**src/rtl/arm_ctrl_pkg.sv**
```systemverilog
// Shared definitions for the ARM-subset multicycle controller.
// Contents:
//   state_e          - main sequencer states (numeric values are the State debug codes)
//   OP_*             - instruction class codes (Instr Op field)
//   CMD_*            - data-processing command codes (Funct[4:1])
//   COND_*           - condition field codes
//   ALU_*/RES_*/SRCB_* - datapath mux / ALU operation encodings
//   alu_decode()     - data-processing command -> ALUControl
package arm_ctrl_pkg;

  typedef enum logic [3:0] {
    S_FETCH  = 4'd0,
    S_DECODE = 4'd1,
    S_MEMADR = 4'd2,
    S_MEMRD  = 4'd3,
    S_MEMWB  = 4'd4,
    S_MEMWR  = 4'd5,
    S_EXECR  = 4'd6,
    S_EXECI  = 4'd7,
    S_ALUWB  = 4'd8,
    S_BRANCH = 4'd9
  } state_e;

  localparam logic [1:0] OP_DP  = 2'b00;
  localparam logic [1:0] OP_MEM = 2'b01;
  localparam logic [1:0] OP_BR  = 2'b10;
  localparam logic [1:0] OP_NOP = 2'b11;

  localparam logic [3:0] CMD_AND = 4'b0000;
  localparam logic [3:0] CMD_SUB = 4'b0010;
  localparam logic [3:0] CMD_ADD = 4'b0100;
  localparam logic [3:0] CMD_CMP = 4'b1010;
  localparam logic [3:0] CMD_ORR = 4'b1100;
  localparam logic [3:0] CMD_MOV = 4'b1101;

  localparam logic [3:0] COND_EQ = 4'b0000;
  localparam logic [3:0] COND_NE = 4'b0001;
  localparam logic [3:0] COND_CS = 4'b0010;
  localparam logic [3:0] COND_CC = 4'b0011;
  localparam logic [3:0] COND_MI = 4'b0100;
  localparam logic [3:0] COND_PL = 4'b0101;
  localparam logic [3:0] COND_VS = 4'b0110;
  localparam logic [3:0] COND_VC = 4'b0111;
  localparam logic [3:0] COND_HI = 4'b1000;
  localparam logic [3:0] COND_LS = 4'b1001;
  localparam logic [3:0] COND_GE = 4'b1010;
  localparam logic [3:0] COND_LT = 4'b1011;
  localparam logic [3:0] COND_GT = 4'b1100;
  localparam logic [3:0] COND_LE = 4'b1101;
  localparam logic [3:0] COND_AL = 4'b1110;

  localparam logic [1:0] ALU_ADD = 2'b00;
  localparam logic [1:0] ALU_SUB = 2'b01;
  localparam logic [1:0] ALU_AND = 2'b10;
  localparam logic [1:0] ALU_ORR = 2'b11;

  localparam logic [1:0] RES_ALUOUT    = 2'b00;
  localparam logic [1:0] RES_READDATA  = 2'b01;
  localparam logic [1:0] RES_ALURESULT = 2'b10;

  localparam logic [1:0] SRCB_RD2  = 2'b00;
  localparam logic [1:0] SRCB_IMM  = 2'b01;
  localparam logic [1:0] SRCB_FOUR = 2'b10;

  // MOV passes the operand through the adder (Rn reads as zero), and any
  // unrecognised command also falls back to ADD.
  function automatic logic [1:0] alu_decode(input logic [3:0] cmd);
    case (cmd)
      CMD_SUB, CMD_CMP: alu_decode = ALU_SUB;
      CMD_AND:          alu_decode = ALU_AND;
      CMD_ORR:          alu_decode = ALU_ORR;
      default:          alu_decode = ALU_ADD;
    endcase
  endfunction

endpackage

```
**src/rtl/multicycle_controller_cond_check.sv**
```systemverilog
// Combinational ARM condition evaluation.
// Ports:
//   cond    in  4  condition field of the instruction
//   flags   in  4  NZCV flag register contents
//   cond_ex out 1  instruction should execute
module cond_check
  import arm_ctrl_pkg::*;
(
  input  logic [3:0] cond,
  input  logic [3:0] flags,
  output logic       cond_ex
);

  logic n, z, c, v;
  assign {n, z, c, v} = flags;

  always_comb begin
    // NOTE: a default assigned before the case keeps this block purely
    // combinational; any path that skipped the assignment would infer a latch.
    cond_ex = 1'b0;
    case (cond)
      COND_EQ: cond_ex = z;
      COND_NE: cond_ex = ~z;
      COND_CS: cond_ex = c;
      COND_CC: cond_ex = ~c;
      COND_MI: cond_ex = n;
      COND_PL: cond_ex = ~n;
      COND_VS: cond_ex = v;
      COND_VC: cond_ex = ~v;
      COND_HI: cond_ex = c & ~z;
      COND_LS: cond_ex = ~c | z;
      COND_GE: cond_ex = (n == v);
      COND_LT: cond_ex = (n != v);
      COND_GT: cond_ex = ~z & (n == v);
      COND_LE: cond_ex = z | (n != v);
      COND_AL: cond_ex = 1'b1;
      default: cond_ex = 1'b0;   // 1111: never
    endcase
  end

endmodule

```
**src/rtl/multicycle_controller.sv**
```systemverilog
// Multicycle sequencer for the ARM-subset datapath (shared ALU and memory).
// Holds the main FSM, the NZCV flag register and the condition-pass bit
// registered in DECODE, and drives every datapath enable and mux select.
// Ports:
//   CLK        in   1  clock, rising edge
//   reset      in   1  synchronous, active-high
//   Instr      in  20  Instr[31:12]: Cond[19:16] Op[15:14] Funct[13:8] Rd[3:0]
//   ALUFlags   in   4  NZCV from the ALU this cycle
//   MemReady   in   1  memory completes its access this cycle
//   PCWrite    out  1  PC enable
//   AdrSrc     out  1  memory address: 0=PC 1=ALUOut
//   MemWrite   out  1  data memory write strobe
//   IRWrite    out  1  instruction register enable
//   RegWrite   out  1  register file write enable
//   ResultSrc  out  2  00=ALUOut 01=ReadData 10=ALUResult
//   ALUSrcA    out  1  0=RD1 1=PC
//   ALUSrcB    out  2  00=RD2 01=ExtImm 10=4
//   ALUControl out  2  00=ADD 01=SUB 10=AND 11=ORR
//   ImmSrc     out  2  immediate format (= Op)
//   RegSrc     out  2  [0]: Op is branch, [1]: Op is memory
//   MOVInstr   out  1  MOV in EXECR/EXECI/ALUWB
//   State      out STATE_W current state (debug)
module multicycle_controller
  import arm_ctrl_pkg::*;
#(
  parameter int STATE_W = 4
) (
  input  logic               CLK,
  input  logic               reset,
  input  logic [19:0]        Instr,
  input  logic [3:0]         ALUFlags,
  input  logic               MemReady,
  output logic               PCWrite,
  output logic               AdrSrc,
  output logic               MemWrite,
  output logic               IRWrite,
  output logic               RegWrite,
  output logic [1:0]         ResultSrc,
  output logic               ALUSrcA,
  output logic [1:0]         ALUSrcB,
  output logic [1:0]         ALUControl,
  output logic [1:0]         ImmSrc,
  output logic [1:0]         RegSrc,
  output logic               MOVInstr,
  output logic [STATE_W-1:0] State
);

  logic [3:0] cond;
  logic [1:0] op;
  logic [5:0] funct;
  logic [3:0] cmd;
  logic [3:0] rd;
  logic       unused_rn;

  assign cond      = Instr[19:16];
  assign op        = Instr[15:14];
  assign funct     = Instr[13:8];
  assign cmd       = funct[4:1];
  assign rd        = Instr[3:0];
  assign unused_rn = ^Instr[7:4];

  state_e     state_q, state_d, cur_state;
  logic [3:0] flags_q, flags_d;
  logic       cond_ex_q, cond_ex_d;
  logic       cond_ex_now;
  logic [1:0] alu_ctl;

  // Raw per-state strobes, gated by the registered condition below.
  logic ir_w, pc_fetch, reg_w, mem_w, branch, no_write;

  cond_check u_cond_check (
    .cond    (cond),
    .flags   (flags_q),
    .cond_ex (cond_ex_now)
  );

  // While reset is high the muxes present their FETCH values.
  assign cur_state = reset ? S_FETCH : state_q;
  assign alu_ctl   = alu_decode(cmd);

  always_comb begin
    state_d    = S_FETCH;
    flags_d    = flags_q;
    cond_ex_d  = cond_ex_q;
    ir_w       = 1'b0;
    pc_fetch   = 1'b0;
    reg_w      = 1'b0;
    mem_w      = 1'b0;
    branch     = 1'b0;
    no_write   = 1'b0;
    AdrSrc     = 1'b0;
    ResultSrc  = RES_ALUOUT;
    ALUSrcA    = 1'b0;
    ALUSrcB    = SRCB_RD2;
    ALUControl = ALU_ADD;
    MOVInstr   = 1'b0;

    case (cur_state)
      S_FETCH: begin
        ALUSrcA   = 1'b1;
        ALUSrcB   = SRCB_FOUR;
        ResultSrc = RES_ALURESULT;
        ir_w      = MemReady;
        pc_fetch  = MemReady;
        state_d   = MemReady ? S_DECODE : S_FETCH;
      end
      S_DECODE: begin
        ALUSrcA   = 1'b1;        // PC+8 for operands that read R15
        ALUSrcB   = SRCB_FOUR;
        cond_ex_d = cond_ex_now;
        case (op)
          OP_DP:  state_d = funct[5] ? S_EXECI : S_EXECR;
          OP_MEM: state_d = S_MEMADR;
          OP_BR:  state_d = S_BRANCH;
          OP_NOP: state_d = S_FETCH;
        endcase
      end
      S_MEMADR: begin
        ALUSrcB    = SRCB_IMM;
        ALUControl = funct[3] ? ALU_ADD : ALU_SUB;   // U bit: add/subtract offset
        state_d    = funct[0] ? S_MEMRD : S_MEMWR;   // L bit
      end
      S_MEMRD: begin
        AdrSrc  = 1'b1;
        state_d = MemReady ? S_MEMWB : S_MEMRD;
      end
      S_MEMWB: begin
        ResultSrc = RES_READDATA;
        reg_w     = 1'b1;
      end
      S_MEMWR: begin
        AdrSrc  = 1'b1;
        mem_w   = 1'b1;          // strobe stays up for the whole wait
        state_d = MemReady ? S_FETCH : S_MEMWR;
      end
      S_EXECR, S_EXECI: begin
        ALUSrcB    = (cur_state == S_EXECI) ? SRCB_IMM : SRCB_RD2;
        ALUControl = alu_ctl;
        MOVInstr   = (cmd == CMD_MOV);
        state_d    = S_ALUWB;
        // S bit: logical ops leave C and V untouched.
        if (cond_ex_q && funct[0]) begin
          flags_d[3:2] = ALUFlags[3:2];
          if ((alu_ctl == ALU_ADD) || (alu_ctl == ALU_SUB)) begin
            flags_d[1:0] = ALUFlags[1:0];
          end
        end
      end
      S_ALUWB: begin
        ResultSrc = RES_ALUOUT;
        reg_w     = 1'b1;
        no_write  = (cmd == CMD_CMP);
        MOVInstr  = (cmd == CMD_MOV);
      end
      S_BRANCH: begin
        ALUSrcB   = SRCB_IMM;
        ResultSrc = RES_ALURESULT;
        branch    = 1'b1;
      end
      default: ;                 // undefined encodings: all quiet, back to FETCH
    endcase
  end

  always_ff @(posedge CLK) begin
    // NOTE: reset here is sampled on the clock edge, not in the sensitivity
    // list; every flop is cleared so an aborted instruction leaves no trace.
    if (reset) begin
      state_q   <= S_FETCH;
      flags_q   <= '0;
      cond_ex_q <= 1'b0;
    end else begin
      // NOTE: non-blocking assignments so all flops update from the same
      // pre-edge values regardless of statement order.
      state_q   <= state_d;
      flags_q   <= flags_d;
      cond_ex_q <= cond_ex_d;
    end
  end

  assign IRWrite  = ~reset & ir_w;
  assign RegWrite = ~reset & reg_w & cond_ex_q & ~no_write;
  assign MemWrite = ~reset & mem_w & cond_ex_q;
  assign PCWrite  = ~reset & (pc_fetch
                             | (branch & cond_ex_q)
                             | (reg_w & (rd == 4'hF) & cond_ex_q));

  assign ImmSrc = op;
  assign RegSrc = {op == OP_MEM, op == OP_BR};
  assign State  = STATE_W'(state_q);

endmodule

```
**config.mk**
```make
export PLATFORM = sky130hd
export DESIGN_NAME = multicycle_controller
export DESIGN_NICKNAME = d
export VERILOG_FILES = /design/src/rtl/arm_ctrl_pkg.sv /design/src/rtl/multicycle_controller_cond_check.sv /design/src/rtl/multicycle_controller.sv
export SDC_FILE = /design/constraint.sdc
export NUM_CORES = 1
export LEC_CHECK = 0
export ABC_AREA = 1
export BUFFER_PORTS_ARGS = -buffer_cell sky130_fd_sc_hd__buf_2
export CAP_MARGIN = 5
export CORE_UTILIZATION = 44
export DETAILED_ROUTE_END_ITERATION = 16
export PLACE_DENSITY = 0.89
export SYNTH_ARGS = -nofsm -noshare
export SYNTH_HDL_FRONTEND = slang
export SYNTH_SLANG_ARGS = --single-unit
```
**constraint.sdc**
```tcl
create_clock -name CLK -period 1.5 [get_ports CLK]
set_input_delay 0.225 -clock CLK [delete_from_list [all_inputs] [get_ports CLK]]
set_output_delay 0.225 -clock CLK [all_outputs]
set_load 0.03 [all_outputs]
```
Yosys cells after proc, flatten, opt, wreduce, memory -nomap -nowiden
Cells that the tools add are included.

cells by class
  equality and inequality tests = 34
  bitwise logic cells = 22
  reductions and logical operators = 17
  mux-type cells = 23

operators with widths
  cell                number
  $eq 4x4->1 const B  13
  $eq 4x3->1 const B  8
  $pmux 4 s6          1
  $eq 4x2->1 const B  5
  $pmux 4 s4          1
  $pmux 1 s15         1
  $reduce_or 2->1     7
  $and 1x1->1         12
  $logic_not 4->1     3
  $mux 1              12
  $pmux 2 s3          2
  $mux 3              3
  $eq 4x1->1 const B  2
  $pmux 2 s2          2
  $not 1->1           6
  $eq 2x1->1 const B  2
  $eq 2x2->1 const B  2
  $logic_not 2->1     2
  $mux 4              1
  $or 1x1->1          4
  $reduce_and 3->1    1
  $reduce_or 3->1     1
  $reduce_and 2->1    1
  $eq 1x1->1          1
  other kinds (3)     3

word-level totals
  word-level logic and storage cells = 100
  bits of input ports = 27
  bits in registers = 9

Longest topological paths before layout
Gate-level depths: netlist (run 1).

  depth in word-level cells = 8
  gate-level depth with buffers = 10

By module
From an unflattened synthesis (run 1), not the netlist that was laid out.

unflattened totals
  cell total of the unflattened synthesis = 183
  area total of the unflattened synthesis = 994.7 um^2

modules (own cells, without submodules)
  module                 sequential area each (um^2)  cells each  instances  area an instance (um^2)
  multicycle_controller  180.2                        128         1          765.7
  cond_check             0.0                          55          1          229.0

Worst setup path after synthesis (run 1)
Ideal clock, no wire load.

  kind = flip-flop to output port
  start = register state_q[3], in the netlist State[3]
  end = output MOVInstr
  buffers on the path = 0
  setup slack = -0.575 ns
  arrival = 1.850 ns
  stages on the path, launching flop included = 6
  cells stage by stage = dfxtp_1 -> inv_1 -> nor3_1 -> inv_1 -> or2_1 -> a211oi_1

between the ends
  cells in the longest elaborated chain, start to end = 4

RTL lines
  what                                      RTL line                      source
  start, declared                           multicycle_controller.sv:62   state_e state_q, state_d, cur_state;
  start signal, assigned                    multicycle_controller.sv:174  state_q <= state_d;
  $mux 4 *                                  multicycle_controller.sv:78   assign cur_state = reset ? S_FETCH : state_q;
  $eq 4x3->1 or $eq 4x4->1 (tied branches)  multicycle_controller.sv:98   case (cur_state)
  $reduce_or 3->1 (no line) *               n/a
  $mux 1 *                                  n/a
  end, declared                             multicycle_controller.sv:44   output logic MOVInstr,

Every way passes the cells marked *; elsewhere a longest branch is shown, timed or not.

Worst setup path in the final report (run 1)
  start = register state_q[0], in the netlist State[0]
  end = output PCWrite

between the ends
  cells in the longest elaborated chain, start to end = 8

RTL lines
  what                                      RTL line                      source
  $mux 4 *                                  multicycle_controller.sv:78
  $eq 4x4->1 or $eq 4x3->1 (tied branches)  multicycle_controller.sv:98
  $reduce_or 2->1 (no line)                 n/a
  $mux 1                                    multicycle_controller.sv:98
  $and 1x1->1 (2 in series)                 multicycle_controller.sv:185  | (reg_w & (rd == 4'hF) & cond_ex_q));
  $or 1x1->1 *                              multicycle_controller.sv:185
  $and 1x1->1 *                             multicycle_controller.sv:183  assign PCWrite = ~reset & (pc_fetch
  end, declared                             multicycle_controller.sv:33   output logic PCWrite,

Marks and branches as above.

==> out/results.tsv, run 1 <==
metric	value	unit
gp_congestion	0.9323	
hold_violations	0	
cts_buffers	3	
io_buffers	43	
initial_core_util	0.4882	
rsz0062_at_grt	yes	
drc	0	
synth_fp_nets	185	
grt-ovfl-total	0	
p_sw	0.3405	mW
total_power	0.8169	mW
path_class	reg2out	
multi_input_area	728.2	um2
slew_headroom	0.8478	
cts_max_level	1	
tightest_slew	0.2266	ns
wl	4609	um
setup_slack	-0.4145	ns
hpwlAfterDp	2286	um
first_global_vias	1374	
p_comb_frac	0.414	
drv_cap	0	
die_h	46.71	um
vias	1515	
ant_nets	0	
wire_per_inst	18.29	um
clockBufferDepth	2	
outcome	finished with violations	
seq_area_frac_synth	0.2048	
drtPass1Iterations	5	
p_leak	0.8340	nW
clock_power_share	0.274	
setup_viol	14	
regArea	192.7	um2
cp.required	1.27	ns
clk_pin_slew_worst_paths	0.08	ns
slew_violations	0	
internal_power	0.4764	mW
clkSinkCount	9	
synth_top_area_share	0.2048	
ys_types	27	
yosysTopAreaCell	dfxtp_1	
fmaxAchievable	522.3	MHz
synthCells	158	
die_area	2182	um2
post-route-min-period	1.914	ns
vdd_drop_max	0.0005415	V
dp_slack	-0.1149	ns
seqPwrFrac	0.312	
holdBufCountCts	0	
chipWidth	46.71	um
violations	setup timing	
cts-root-buf	clkbuf_4	
synth.ff_latch_count	9	
synth.avg_cell_area	5.567	um2
hp-class	in2reg	
syn_area	879.6	um2
synth-async-reset-ratio	0	
synth_edf_count	0	
start_kind	register	
grt_pass1_wl	5830	um
final_nets	255	
powerDensity	503.8	nW/um2
post_dp_cell_area	1309	um2
clock-skew-final	0.008966	ns
synthTopCellsByArea	dfxtp_1 20%, nand2_1 15%, inv_1 13%, nor2_1 12%, nand3_1 8.5%	
finalCritPeriodShare	1.276	
area_delta_synth_final	84.35	%
arrival	1.69	ns
drtIter0Drc	100	
yosys_warnings	0	
cp_max_fo	4	
diodes	0	
vias_per_cell	6.012	
end_kind	output port	
track_usage	0.3880	
grt_max_degree	7	
num_rows	15	
insertion_delay	0.29	ns
stdcell_area	1622	um2
synthTopCellsByCount	36 x nand2_1, 30 x inv_1, 29 x nor2_1	
swShare	0.4168	
finalSetupTns	-3.608	ns
synth.most_common_cell	nand2_1	
fillerInstances	82	
coreArea	1802	um2
drive_gt1_frac	0.4846	
ios	48	
antenna_found_initial	0	
ys.flop_type	dfxtp_1	
cts_tree	built	
-- path summary, 6_finish.rpt --
kind                            cells after the start    endpoint  slack [ns]        start
worst max-delay path                                9     PCWrite       -0.41     State[0]
worst min-delay path                                3  flags_q[0]        0.14  ALUFlags[0]
worst max register to register                     10    State[0]       -0.08     State[2]
worst min register to register                      2  flags_q[2]        0.54   flags_q[2]
-- worst max-delay path, cell delays in order (launching register included) --
cell and delay (ns):
dfxtp_2 0.33, inv_1 0.18, o21ai_2 0.10, buf_4 0.17, nor2_4 0.15, nand2_4 0.07, nor2_4 0.11, nor2_1 0.07
o21ai_2 0.06, buf_6 0.14
-- metrics by stage --
step	hold slack, ns	utilization	instances
2_1_floorplan	0.2900	-	158
3_3_place_gp	0.4464	0.7264	242
3_5_place_dp	0.4634	0.7264	242
4_1_cts	0.1738	0.8563	251
5_1_grt	0.1492	0.9000	252
6_report	0.1430	0.9000	252
-- flip-flops by register name, indices dropped and copies added, names as in the netlist --
register	count
State	4
flags_q	4
cond_ex_q	1
-- cell usage in the layout (no fill, tap or decap), types with 4 or more instances in the layout --
cell	count
a21oi_1	5
buf_2	30
buf_4	17
buf_6	18
dfxtp_1	5
inv_1	26
nand2_1	34
nand3_1	14
nor2_1	19
nor2_2	4
nor2_4	8
o21ai_0	5
-- power by group through the flow --
stage               combinational (mW)  clock [mW]  sequential [mW]
floorplan                        0.132           0            0.269
global route                     0.354       0.236            0.255
CTS                              0.285       0.213            0.254
finish                           0.338       0.224            0.255
detailed placement               0.251           0            0.259
global placement                 0.242           0            0.258
-- timing repair --
| item | 4_1_cts | 5_1_grt |
|---|---|---|
| setup buffers | 6 | 2 |
| endpoints found under the setup margin | 13 | 17 |
| gates resized for setup | 44 | 22 |
| pin swaps | 7 | 9 |
-- cells by family after synthesis --
| logic type | share of synthesized area |
|---|---|
| compound gates | 0.1451 |
| buf+inv | 0.1536 |
| flops | 0.2048 |
| simple gates | 0.4965 |
-- final cells by class --
| class | instances | share of cell area |
|---|---|---|
| multi-input cells | 115 | 0.4491 |
| repair buffers | 67 | 0.3179 |
| flip-flops and latches | 9 | 0.1188 |
| inverters | 32 | 0.07870 |
| well taps | 25 | 0.01929 |
| clock buffers | 4 | 0.01620 |
-- routing by layer --
metal / GRT usage / part of all wire
met1: 0.3576 / 0.33
met2: 0.7500 / 0.48
met3: 0.07059 / 0.11
met4: 0.2686 / 0.077
met5: 0 / 0
Note: power is estimated with default switching activity, not from simulation.
==> inputs of run 2 (changes only) <==
--- a/config.mk
+++ b/config.mk
@@ -9,6 +9,7 @@
 export BUFFER_PORTS_ARGS = -buffer_cell sky130_fd_sc_hd__buf_2
 export CAP_MARGIN = 5
 export CORE_UTILIZATION = 44
+export CTS_CLUSTER_DIAMETER = 50
 export DETAILED_ROUTE_END_ITERATION = 16
 export PLACE_DENSITY = 0.89
 export SYNTH_ARGS = -nofsm -noshare
==> constraint.sdc (replaced) <==
create_clock -name CLK -period 1.8 [get_ports CLK]
set_input_delay 0.27 -clock CLK [delete_from_list [all_inputs] [get_ports CLK]]
set_output_delay 0.27 -clock CLK [all_outputs]
set_load 0.03 [all_outputs]
==> out/results.tsv, run 2 (synthesis results as in run 1) <==
metric	value	unit	change
fillerInstances	177		+120%
p_comb_frac	0.325		-0.089
ios	48		unchanged
hold_violations	0		unchanged
final_common_cell	buf_2		
die_h	46.71	um	unchanged
outcome	finished with violations		
rsz0062_at_grt	yes		
cts-root-buf	clkbuf_4		
num_rows	15		unchanged
clk_pin_slew_worst_paths	0.08	ns	about the same
vdd_drop_max	0.0003346	V	-38%
grt_max_degree	9		+2
cts_tree	built		
violations	setup timing		
setup_viol	2		-12
finalCritPeriodShare	1.017		
final_nets	232		-9.0%
place_inst	225		-7.0%
cts_setup_buffers	0		-6
arrival	1.56	ns	-0.13 ns
area_delta_synth_final	36.84	%	
drc	0		unchanged
regArea	188.9	um2	-1.9%
io_buffers	43		unchanged
track_usage	0.2575		-0.1305
cp_max_fo	3		-1
drive_gt1_frac	0.3480		-0.1365
swShare	0.3863		-0.03055
coreArea	1802	um2	unchanged
drtIter0Drc	40		-60%
vias_per_cell	5.009		-17%
first_global_vias	1004		-27%
antenna_found_initial	0		unchanged
grt-ovfl-total	0		unchanged
diodes	0		unchanged
vias	1147		-24%
post-route-min-period	1.830	ns	
path_class	reg2out		
seqPwrFrac	0.375		+0.063
internal_power	0.3487	mW	-27%
p_leak	0.6429	nW	-23%
clkSinkCount	9		unchanged
p_sw	0.2195	mW	-36%
gp_congestion	0.8877		-4.8%
end_kind	output port		
insertion_delay	0.28	ns	about the same
start_kind	register		
fmaxAchievable	546.3	MHz	
setup_slack	-0.03043	ns	+0.3841 ns
clockBufferDepth	2		unchanged
slew_headroom	0.8297		-0.01816
ant_nets	0		unchanged
layout_common_cells	42 x buf_2, 36 x nand2_1, 28 x nor2_1, 27 x inv_1, 15 x nand3_1		
drtPass1Iterations	4		-1
powerDensity	472.1	nW/um2	-6.3%
holdBufCountCts	0		unchanged
wire_per_inst	12.03	um	-34%
fin_cells	229		-9.1%
cp.required	1.53	ns	+0.26 ns
grt_pass1_wl	4015	um	-31%
multi_input_area	609.3	um2	-16%
cts_buffers	3		unchanged
die_area	2182	um2	unchanged
clock_power_share	0.300		+0.026
dp_slack	0.1033	ns	+0.2182 ns
clock-skew-final	0.01597	ns	+0.007004 ns
hp-class	in2reg		
cts_max_level	1		unchanged
ctsResizeCount	7		-84%
chipWidth	46.71	um	unchanged
wl	2756	um	-40%
slew_violations	0		unchanged
tightest_slew	0.2555	ns	+0.02890 ns
drv_cap	0		unchanged
initial_core_util	0.4882		unchanged
hpwlAfterDp	2105	um	-7.9%
-- run 2: per-stage QoR --
stage          power, mW  hold slack (ns)  cell area (um2)  setup TNS [ns]  utilization
4_1_cts           0.5607           0.2190             1180               0       0.6549
3_5_place_dp      0.3940           0.5051             1131               0       0.6278
2_1_floorplan     0.3288           0.3424            892.1        -0.05367            -
5_1_grt           0.5887           0.2348             1204         -0.2465       0.6681
6_report          0.5682           0.2099             1204        -0.04551       0.6681
3_3_place_gp      0.3876           0.4904             1131               0       0.6278
-- run 2: worst paths after layout --
check                   start    endpoint  slack, ns  cells after the start
setup reg to reg     State[0]    State[0]       0.46                      8
hold reg to reg    flags_q[2]  flags_q[2]       0.54                      2
setup / recovery     State[3]    MOVInstr      -0.03                      6
hold / removal    ALUFlags[1]  flags_q[1]       0.21                      3
-- run 2: layer usage --
layer	vias up	share of wire	global-route usage
li1	593	-	-
met1	507	0.40	0.2801
met2	42	0.53	0.4778
met3	5	0.058	0.07059
met4	0	0.012	0.08000
met5	-	0	0
-- run 2: worst max-delay path: stages (launching register included) --
cell	delay [ns]
dfxtp_4	0.37
inv_4	0.05
nor3_4	0.16
inv_2	0.06
or2_4	0.24
a211oi_2	0.21
buf_4	0.20
-- run 2: cell type report --
type                    instances  share of cell area
multi-input cells             115              0.5062
repair buffers                 44              0.1871
flip-flops and latches          9              0.1570
inverters                      32              0.1019
well taps                      25             0.02599
clock buffers                   4             0.02183
-- run 2: power by group through the flow --
stage / clock network, mW / logic [mW] / registers [mW]
4_1_cts: 0.167 / 0.180 / 0.214
2_1_floorplan: 0 / 0.104 / 0.225
3_3_place_gp: 0 / 0.171 / 0.217
6_report: 0.171 / 0.185 / 0.213
3_5_place_dp: 0 / 0.177 / 0.217
5_1_grt: 0.173 / 0.202 / 0.214
